### config.mk
export PLATFORM = sky130hd
export DESIGN_NAME = output_unit
export DESIGN_NICKNAME = d
export VERILOG_FILES = /design/src/rtl/router_pkg.sv /design/src/rtl/sfifo.sv /design/src/rtl/output_unit.sv
export SDC_FILE = /design/constraint.sdc
export NUM_CORES = 1
export LEC_CHECK = 0
export ABC_AREA = 1
export CAP_MARGIN = 40
export CELL_PAD_IN_SITES_DETAIL_PLACEMENT = 1
export CELL_PAD_IN_SITES_GLOBAL_PLACEMENT = 1
export CORE_MARGIN = 5
export CORE_UTILIZATION = 30
export CTS_BUF_LIST = sky130_fd_sc_hd__clkbuf_4
export DETAILED_ROUTE_END_ITERATION = 7
export GPL_TIMING_DRIVEN = 0
export MAX_ROUTING_LAYER = met4
export PLACE_DENSITY_LB_ADDON = 0.08
export SYNTH_ARGS = -nofsm -noshare
export SYNTH_HDL_FRONTEND = slang
export SYNTH_SLANG_ARGS = --single-unit
### constraint.sdc
create_clock -name clk -period 3 [get_ports clk]
set_input_delay 0.9 -clock clk [delete_from_list [all_inputs] [get_ports clk]]
set_output_delay 0.9 -clock clk [all_outputs]
set_load 0.05 [all_outputs]
### src/rtl/router_pkg.sv
// -----------------------------------------------------------------------------
// router_pkg
// Shared router types and constants.
//   FLIT_t       : 16-bit flit. The MSB is the link valid bit, the next two bits
//                  are the flit type, and the rest is payload. The head view
//                  carries a destination field; body and tail are plain payload.
//   OUT_STATE_t  : output-unit link FSM states.
//   is_tail()    : true when a flit's type field marks the end of a packet.
// -----------------------------------------------------------------------------
package router_pkg;

    localparam int FLIT_SIZE      = 16;
    localparam int NUM_OF_FLITS   = 8;
    localparam int FLIT_VALID_BIT = FLIT_SIZE - 1;
    localparam int FLIT_TYPE_W    = 2;
    localparam int PAYLOAD_W      = FLIT_SIZE - 1 - FLIT_TYPE_W;
    localparam int DEST_W         = 4;

    typedef enum logic [FLIT_TYPE_W-1:0] {
        HEAD_FLIT = 2'b00,
        BODY_FLIT = 2'b01,
        TAIL_FLIT = 2'b10
    } FLIT_TYPE_t;

    typedef struct packed {
        logic                        valid;
        FLIT_TYPE_t                  flit_type;
        logic [DEST_W-1:0]           dest;
        logic [PAYLOAD_W-DEST_W-1:0] data;
    } HEAD_FLIT_t;

    typedef struct packed {
        logic                 valid;
        FLIT_TYPE_t           flit_type;
        logic [PAYLOAD_W-1:0] data;
    } BODY_FLIT_t;

    typedef struct packed {
        logic                 valid;
        FLIT_TYPE_t           flit_type;
        logic [PAYLOAD_W-1:0] data;
    } TAIL_FLIT_t;

    // All views share the valid bit and type field positions.
    typedef union packed {
        HEAD_FLIT_t head;
        BODY_FLIT_t body;
        TAIL_FLIT_t tail;
    } FLIT_t;

    typedef enum logic [1:0] {
        IDLE_O,
        REQ_O,
        SEND_O,
        GAP_O
    } OUT_STATE_t;

    function automatic logic is_tail(input FLIT_t f);
        return f.tail.flit_type == TAIL_FLIT;
    endfunction

endpackage

### src/rtl/sfifo.sv
// -----------------------------------------------------------------------------
// sfifo
// Synchronous first-word-fall-through FIFO of 2**ADDR_W entries.
//   clk, reset_n : clock, asynchronous active-low reset (pointers/count only)
//   push, push_data : write strobe and data (caller guarantees not full)
//   pop             : read strobe (caller guarantees not empty)
//   pop_data        : entry at the read pointer, valid whenever count != 0
//   count           : number of occupied entries, 0 .. 2**ADDR_W
// -----------------------------------------------------------------------------
module sfifo #(
    parameter int WIDTH  = 16,
    parameter int ADDR_W = 3
) (
    input  logic              clk,
    input  logic              reset_n,
    input  logic              push,
    input  logic [WIDTH-1:0]  push_data,
    input  logic              pop,
    output logic [WIDTH-1:0]  pop_data,
    output logic [ADDR_W:0]   count
);

    localparam int DEPTH = 1 << ADDR_W;

    logic [WIDTH-1:0]  mem [DEPTH];
    logic [ADDR_W-1:0] wr_ptr;
    logic [ADDR_W-1:0] rd_ptr;

    // NOTE: storage has no reset; the pointers and count alone define which
    // entries are live, so clearing the array would only cost reset fan-out.
    always_ff @(posedge clk) begin
        if (push) begin
            mem[wr_ptr] <= push_data;
        end
    end

    always_ff @(posedge clk or negedge reset_n) begin
        if (!reset_n) begin
            wr_ptr <= '0;
            rd_ptr <= '0;
            count  <= '0;
        end else begin
            if (push) begin
                wr_ptr <= wr_ptr + 1'b1;
            end
            if (pop) begin
                rd_ptr <= rd_ptr + 1'b1;
            end
            count <= count + (ADDR_W+1)'(push) - (ADDR_W+1)'(pop);
        end
    end

    assign pop_data = mem[rd_ptr];

    a_no_underflow : assert property (@(posedge clk) disable iff (!reset_n)
        !(pop && count == '0));

endmodule

### src/rtl/output_unit.sv
// -----------------------------------------------------------------------------
// output_unit
// Transmit end of one router output link. Flits from the switch are stored in
// a FIFO; once a complete packet (tail written) is held, the unit raises
// o_downstream_req, waits for i_downstream_ack, streams the packet one flit per
// cycle with the valid bit forced high, then idles one GAP cycle before the
// next request.
//   clk, reset_n      : clock, asynchronous active-low reset
//   i_sw_valid        : switch presents i_sw_flit
//   i_sw_flit         : flit from the switch
//   o_sw_ready        : buffer can accept a flit (registered !full)
//   o_downstream_req  : transmit request to the downstream input unit
//   i_downstream_ack  : downstream grant, only sampled in REQ
//   o_flit            : flit to downstream, '0 outside SEND
//   o_port_busy       : packet buffered or transfer in progress
//   o_pkt_count       : complete packets held in the buffer
//   o_err             : sticky ack-timeout flag
// Optional feature, macro OUTPUT_UNIT_ACK_TIMEOUT_EN: REQ gives up after
// ACK_TIMEOUT cycles without ack, sets o_err and retries via GAP/IDLE.
// Without the macro REQ waits indefinitely and o_err is tied low.
// -----------------------------------------------------------------------------
module output_unit
    import router_pkg::*;
#(
    parameter int FLIT_SIZE   = router_pkg::FLIT_SIZE,
    parameter int DEPTH       = router_pkg::NUM_OF_FLITS,
    parameter int ACK_TIMEOUT = 255
) (
    input  logic                   clk,
    input  logic                   reset_n,
    input  logic                   i_sw_valid,
    input  FLIT_t                  i_sw_flit,
    output logic                   o_sw_ready,
    output logic                   o_downstream_req,
    input  logic                   i_downstream_ack,
    output FLIT_t                  o_flit,
    output logic                   o_port_busy,
    output logic [$clog2(DEPTH):0] o_pkt_count,
    output logic                   o_err
);

    localparam int ADDR_W = $clog2(DEPTH);
    localparam int CNT_W  = ADDR_W + 1;

    if (FLIT_SIZE != $bits(FLIT_t) || DEPTH < 2 || (DEPTH & (DEPTH - 1)) != 0
        || ACK_TIMEOUT < 1) begin : g_param_check
        $error("output_unit: illegal parameter combination");
    end

    OUT_STATE_t       state;
    OUT_STATE_t       state_next;
    logic             req_next;
    FLIT_t            flit_next;
    logic             wr_en;
    logic             rd_en;
    FLIT_t            fifo_rd;
    logic [CNT_W-1:0] fifo_count;
    logic [CNT_W-1:0] fifo_count_next;
    logic [CNT_W-1:0] pkt_next;
    logic             pkt_inc;
    logic             pkt_dec;
    logic             ready_next;
    logic             busy_next;

`ifdef OUTPUT_UNIT_ACK_TIMEOUT_EN
    localparam int TO_W = $clog2(ACK_TIMEOUT + 1);
    logic [TO_W-1:0] timer_q;
    logic [TO_W-1:0] timer_next;
    logic            err_next;
`endif

    sfifo #(
        .WIDTH  (FLIT_SIZE),
        .ADDR_W (ADDR_W)
    ) u_fifo (
        .clk       (clk),
        .reset_n   (reset_n),
        .push      (wr_en),
        .push_data (i_sw_flit),
        .pop       (rd_en),
        .pop_data  (fifo_rd),
        .count     (fifo_count)
    );

    assign wr_en = i_sw_valid && o_sw_ready;

    // A tail in and a tail out on the same edge cancel in the sum.
    assign pkt_inc  = wr_en && is_tail(i_sw_flit);
    assign pkt_dec  = rd_en && is_tail(fifo_rd);
    assign pkt_next = o_pkt_count + CNT_W'(pkt_inc) - CNT_W'(pkt_dec);

    // Registered status is computed from next-cycle occupancy so the flops
    // show exactly what combinational !full / !empty would.
    assign fifo_count_next = fifo_count + CNT_W'(wr_en) - CNT_W'(rd_en);
    assign ready_next      = (fifo_count_next != CNT_W'(DEPTH));
    assign busy_next       = (state_next != IDLE_O) || (fifo_count_next != '0);

    always_comb begin
        // NOTE: every output of this block is defaulted before the case so no
        // path leaves one unassigned and no latch is inferred.
        state_next = state;
        req_next   = 1'b0;
        flit_next  = '0;
        rd_en      = 1'b0;
`ifdef OUTPUT_UNIT_ACK_TIMEOUT_EN
        timer_next = '0;
        err_next   = o_err;
`endif
        case (state)
            IDLE_O: begin
                // Only complete packets are counted, so a buffered head
                // without its tail never requests the link.
                if (o_pkt_count != '0) begin
                    state_next = REQ_O;
                    req_next   = 1'b1;
                end
            end
            REQ_O: begin
                if (i_downstream_ack) begin
                    // Head is popped on the ack edge so it is on the wire in
                    // the very next cycle.
                    state_next                 = SEND_O;
                    rd_en                      = 1'b1;
                    flit_next                  = fifo_rd;
                    flit_next[FLIT_VALID_BIT]  = 1'b1;
                end
`ifdef OUTPUT_UNIT_ACK_TIMEOUT_EN
                else if (timer_q == TO_W'(ACK_TIMEOUT - 1)) begin
                    state_next = GAP_O;
                    err_next   = 1'b1;
                end else begin
                    req_next   = 1'b1;
                    timer_next = timer_q + 1'b1;
                end
`else
                else begin
                    req_next = 1'b1;
                end
`endif
            end
            SEND_O: begin
                // The flit on the wire tells us whether the packet is done;
                // the buffer always holds the rest, so there are no bubbles.
                if (is_tail(o_flit)) begin
                    state_next = GAP_O;
                end else begin
                    rd_en                     = 1'b1;
                    flit_next                 = fifo_rd;
                    flit_next[FLIT_VALID_BIT] = 1'b1;
                end
            end
            GAP_O: begin
                state_next = IDLE_O;
            end
            default: begin
                state_next = IDLE_O;
            end
        endcase
    end

    // NOTE: state is updated with non-blocking assignments so every flop
    // samples the pre-edge values regardless of statement order.
    always_ff @(posedge clk or negedge reset_n) begin
        if (!reset_n) begin
            state            <= IDLE_O;
            o_downstream_req <= 1'b0;
            o_flit           <= '0;
            o_port_busy      <= 1'b0;
            o_pkt_count      <= '0;
            o_sw_ready       <= 1'b1;
        end else begin
            state            <= state_next;
            o_downstream_req <= req_next;
            o_flit           <= flit_next;
            o_port_busy      <= busy_next;
            o_pkt_count      <= pkt_next;
            o_sw_ready       <= ready_next;
        end
    end

`ifdef OUTPUT_UNIT_ACK_TIMEOUT_EN
    always_ff @(posedge clk or negedge reset_n) begin
        if (!reset_n) begin
            timer_q <= '0;
            o_err   <= 1'b0;
        end else begin
            timer_q <= timer_next;
            o_err   <= err_next;
        end
    end
`else
    assign o_err = 1'b0;
`endif

    a_no_write_when_full : assert property (@(posedge clk) disable iff (!reset_n)
        !(wr_en && fifo_count == CNT_W'(DEPTH)));

endmodule
==> out/results.ini, run 1 <==
[route]
vias_per_cell=4.51
wl_per_cell_um=18.8
drc=0
dr.pass1.iters=5
drt_iter0_markers=236
wirelength_um=17400
num_vias=4181
ant_nets=0

[setup_path]
cp.required_ns=2.10
critical-path-slowest-cell=clkdlybuf4s50_1
critPathMaxFanout=2
path_class=reg -> out
cpPeakStageDelay_ns=0.79
end_kind=output pin
cp_cell_sequence=clkdlybuf4s50_1
critPathTopFamily=buffers and inverters
cp.arrival_ns=1.90
critPathLaunchType=register
path_buf_inv=1

[pwr]
power_frac_seq_pct=36.8
clockPowerShare_pct=18.5
p_per_area_nw_per_um2=1030
fin_total_pwr_mw=7.93
switchingPower_mw=3.35
swShare_pct=42.2
peakVddDrop_mv=0.318
p_comb_share_pct=44.7
p_leak_nw=2.99
intPower_mw=4.58

[timing]
period_share_pct=93.3
tightest_slew_ns=0.798
fin_hold_ws_ns=0.254
finalMaxSlewViolations=0
fin_tns_setup_ns=0
slew_headroom_pct=46.8
period_minus_slack_ns=2.80
clock.fmax_mhz=357
skew_ns=0.0254
setup_viol=0
hold_viol=0
grt_setup_unrepaired=no

[synthesis]
syn_area_um2=6440
syn_area_per_cell_um2=11.3
synth_top_area_share_pct=55.9
yosysWarnings=0
netlist_instances=569
synth-simple-area-share_pct=15.9
synth_xor_xnor_area_share_pct=0.952
async_reset_ff_share_pct=22.6
synth_enable_flop_cells=120
synth_nets=607
synthTopCellsByArea=edfxtp_1 (56%), dfrtp_1 (13%), nor2_1 (8.6%)
yosysSeqAreaShare_pct=69.5
yosys-top-cells-count=nor2_1 (147), edfxtp_1 (120), nand2_1 (81)
synth.most_common_cell=nor2_1
yosysTopAreaCell=edfxtp_1
synth_adder_area_share_pct=3.73
yosysUniqueCellTypes=26
synth_seq_cells=155
synthMuxAreaShare_pct=0
synthFlopType=edfxtp_1
synth_top_family_by_area=simple AND/OR/NAND/NOR gates
synth_compound_area_share_pct=4.93

[grt]
grt.total_usage_pct=15.5
grt_pass1_vias=4507
grt_first_pass_wirelength_um=26900
antenna_found_initial=1
grt_max_degree=22
grt.overflow.total=0

[clocking]
cts_tree=done
clock_path_buffers=2
path_clk_slew_ns=0.15
cts-root-buf=clkbuf_4
hold_buffers=0
clk_latency_ns=0.56
cts_made_buffers=17
htreeDepth=4
clock_sinks=155

[final_layout]
nets=678
area_delta_synth_final_pct=19.6
final_util_pct=36.5
drive_above_1_share_pct=11.8
instances_no_fill=928

[placement]
port_buffers=41
place.gp.congestion=0.739
placedCellCount=894
place_hpwl_um=11700

[floorplan]
fp.dieArea_um2=24500
io_pins=44
fp.dieH_um=157
num_rows=53
initial_core_util_pct=30.6
core_um2=21100
fp.dieW_um=157

[worst_hold_path]
min_path_type=in -> async

[flow_run]
maxCapViolations=0

[run_status]
status=finished, final reports clean

[flip-flops by register name, summed over array words and instances (netlist names)]
name	cells
o_pkt_count	4
u_fifo.count	4
o_sw_ready	1
u_fifo.mem	120
o_port_busy	1
u_fifo.rd_ptr	3
o_downstream_req	1
o_flit	16
state	2
u_fifo.wr_ptr	3
[final timing paths]
path                            cells after the start       startpoint  slack (ns)         endpoint
max in group asynchronous                           2          reset_n        2.18       o_sw_ready
worst max register to register                     14         state[0]        0.34      o_port_busy
worst max-delay path                                1       o_sw_ready        0.20       o_sw_ready
worst min-delay path                                1          reset_n        0.25        o_flit[8]
min in group clk                                    1  u_fifo.count[0]        0.53  u_fifo.count[0]
worst min register to register                      1  u_fifo.count[0]        0.53  u_fifo.count[0]
[cells in the final DEF (no fill, tap or decap), drive strengths merged]
master,netlist,routed
clkinvlp,0,2
clkinv,0,4
dfrtp,34,34
o21ai,56,56
nor2,147,147
buf,18,30
clkbuf,6,24
xnor2,4,4
xor2,3,3
nand4,1,1
conb,1,1
ha,16,16
fa,2,2
dfstp,1,1
nand2,81,81
edfxtp,120,120
bufinv,0,4
clkdlybuf4s50,0,40
nand3,28,28
diode,0,1
inv,42,45
or2,1,1
nand3b,2,2
a21oi,6,6
[area by class of cell]
| cell class | instances | area (µm²) |
|---|---|---|
| Inverter | 42 | 158 |
| Tap cell | 275 | 344 |
| Clock inverter | 13 | 191 |
| Clock buffer | 18 | 135 |
| Multi-Input combinational cell | 348 | 1670 |
| Antenna cell | 1 | 2.50 |
| Buffer | 24 | 158 |
| Sequential cell | 155 | 4480 |
| Fill cell | 2333 | 13400 |
| Timing Repair Buffer | 52 | 561 |
[stage by stage]
stage	setup WS (ns)	area (µm²)
after detailed placement	-0.729	7350
after floorplan	0.300	6440
after global routing	0.101	7700
after CTS	0.0642	7690
after global placement	-0.750	7200
final	0.202	7700
[cells by family (layout without fill, tap and decap cells)]
| family | Yosys count | after routing |
|---|---|---|
| and+or+nand+nor | 260 | 260 |
| DFF | 155 | 155 |
| buffers and inverters | 66 | 149 |
| AOI/OAI and AO/OA | 62 | 62 |
| adders and majority gates | 18 | 18 |
| xor gates and xnor gates | 7 | 7 |
| other | 1 | 2 |
[layer usage]
layer / wire length [µm] / global-route usage [%]
met1: 8550 / 20.7
met2: 8240 / 24.4
met3: 531 / 3.32
met4: 123 / 3.35
met5: 0 / -
[timing repair]
action,in CTS,in global routing
endpoints found under the setup margin,1,1
buffers inserted,0,2
resized for setup,1,0
pin swaps,0,1
[power by group through the flow]
stage	clock network [mW]	registers, mW	logic [mW]
after global placement	0	2.97	3.44
after global routing	1.62	2.96	3.95
after floorplan	0	3.40	1.85
after detailed placement	0	2.97	3.59
final	1.46	2.92	3.55
after CTS	1.53	2.92	3.62
Power figures use the tool's default switching activity.
==> run 2, diff against run 1 <==
CORE_MARGIN = 2   (was 5)
==> run 2 against run 1 <==
  * Combinational power about the same
  * Clock-buffer cell count decreased by 1
  * Clock power is 10% lower
  * Wire length is 0.66% lower
  * Register-to-register slack worse by 0.03 ns
  * Design area shrank 0.37%
  * Sequential share of layout area up 0.22 points
  * Flip-flop and latch count stayed put
==> out/results.ini, run 2 (synthesis results as in run 1) <==
[clocking]
cts-root-buf=clkbuf_4
path_clk_slew_ns=0.14
cts_made_buffers=17
clk_latency_ns=0.54
htreeDepth=4
clock_path_buffers=2
cts_tree=done
clock_sinks=155

[route]
wl_per_cell_um=18.6
drc=0
drt_iter0_markers=201
num_vias=4196
ant_nets=0
vias_per_cell=4.51
dr.pass1.iters=4
wirelength_um=17300

[setup_path]
end_kind=register
cp.required_ns=3.43
r2r_cells=14
path_class=in -> reg
critPathLaunchType=input pin
critPathMaxFanout=5
cp.arrival_ns=3.24

[final_layout]
drive_above_1_share_pct=11.8
mostFrequentLayoutCells=nor2_1 (139), edfxtp_1 (120), nand2_1 (81)
final_cell_area_um2=7670
fillers=2305
largest_reg_flops=120
nets=679
layout_commonest_cell=nor2_1
regMostFlops=u_fifo.mem
top_regs=u_fifo.mem: 120 flops, o_flit: 16 flops
area_delta_synth_final_pct=19.1

[grt]
antenna_found_initial=1
grt.total_usage_pct=16.9
grt.overflow.total=0
grt_first_pass_wirelength_um=26600
grt_pass1_vias=4526
grt_max_degree=27

[floorplan]
fp.dieH_um=151
io_pins=44
fp.dieW_um=151
initial_core_util_pct=30.6
fp.dieArea_um2=22700
num_rows=53
core_um2=21000

[timing]
finalMaxSlewViolations=0
fin_hold_ws_ns=0.250
clock.fmax_mhz=356
skew_ns=0.0169
setup_viol=0
slew_headroom_pct=46.6
hold_viol=0
grt_setup_unrepaired=no
period_share_pct=93.7
tightest_slew_ns=0.801
period_minus_slack_ns=2.81

[pwr]
p_leak_nw=2.97
p_per_area_nw_per_um2=1010
peakVddDrop_mv=0.347

[placement]
dpl_cell_area_um2=7350
place_hpwl_um=12000
port_buffers=41
place.gp.congestion=0.762

[run_status]
status=finished, final reports clean

[flow_run]
maxCapViolations=0

[worst_hold_path]
min_path_type=in -> async

-- run 2: changes by cell type in the layout (fill, tap and decap cells not counted) --
cell	change
clkinv_1	+2
buf_4	+1
inv_6	+3
clkinv_2	-2
bufinv_16	-2
clkinvlp_4	+1
clkbuf_4	-1
-- run 2: power by group --
group	leakage, nW	switching (mW)	internal (mW)	total (mW)
registers	1.53	0.166	2.75	2.92
logic	1.29	2.39	1.17	3.56
clock network	0.147	0.796	0.510	1.31
total	2.97	3.35	4.43	7.78
-- run 2: what timing repair did --
action                                  4_1_cts  5_1_grt
buffers inserted                              0        3
hold buffers                                  0        0
endpoints found under the setup margin        1        1
gates resized for setup                       1        0
-- run 2: area by class of cell --
class                           instances  area (µm²)  area share (%)
Antenna cell                            1        2.50          0.0326
Buffer                                 24         158            2.05
Clock buffer                           17         128            1.66
Tap cell                              275         344            4.48
Multi-Input combinational cell        348        1670            21.8
Clock inverter                         15         163            2.12
Timing Repair Buffer                   53         568            7.40
Inverter                               42         158            2.05
Sequential cell                       155        4480            58.4
-- run 2: stage by stage --
step	power (mW)	setup WS, ns	TNS, ns	util, %	instances
after global routing	8.40	0.0145	0	36.5	930
final	7.78	0.189	0	36.5	930
after global placement	6.41	-0.753	-84.92	34.2	885
after CTS	7.92	0.0631	0	36.4	926
after detailed placement	6.58	-0.730	-3.49	35.0	894
after floorplan	5.25	0.300	0	-	569
-- run 2: final timing paths --
kind	to	start	slack, ns
hold / removal	o_flit[9]	reset_n	0.25
setup reg to reg	o_port_busy	state[0]	0.31
hold reg to reg	u_fifo.count[0]	u_fifo.count[0]	0.55
min in group clk	u_fifo.count[0]	u_fifo.count[0]	0.55
max in group asynchronous	o_sw_ready	reset_n	2.21
setup / recovery	o_port_busy	i_downstream_ack	0.19
-- run 2: per-layer routing --
metal  up-vias  global-route usage [%]  wire length [µm]
li1       2037                       -                 -
met1      2095                    22.4              8160
met2        59                    27.2              8500
met3         5                    3.06               557
met4         0                    3.96               107
met5         -                       -                 0
-- run 2: worst max-delay path, stage by stage --
cell	delay, ns
clkdlybuf4s50_1	0.51
nand2_1	0.11
a21oi_4	0.26
ha_1	0.27
inv_1	0.06
ha_1	0.17
inv_1	0.06
fa_1	0.48
inv_1	0.05
nor2_1	0.11
nand2_1	0.08
nor2_1	0.10
nand3_1	0.07
==> run 3, diff against run 2 <==
HOLD_SLACK_MARGIN = 0.1   (was unset)
==> results of run 3 <==
The final DEF is identical to that of run 2; final timing and power are the same.
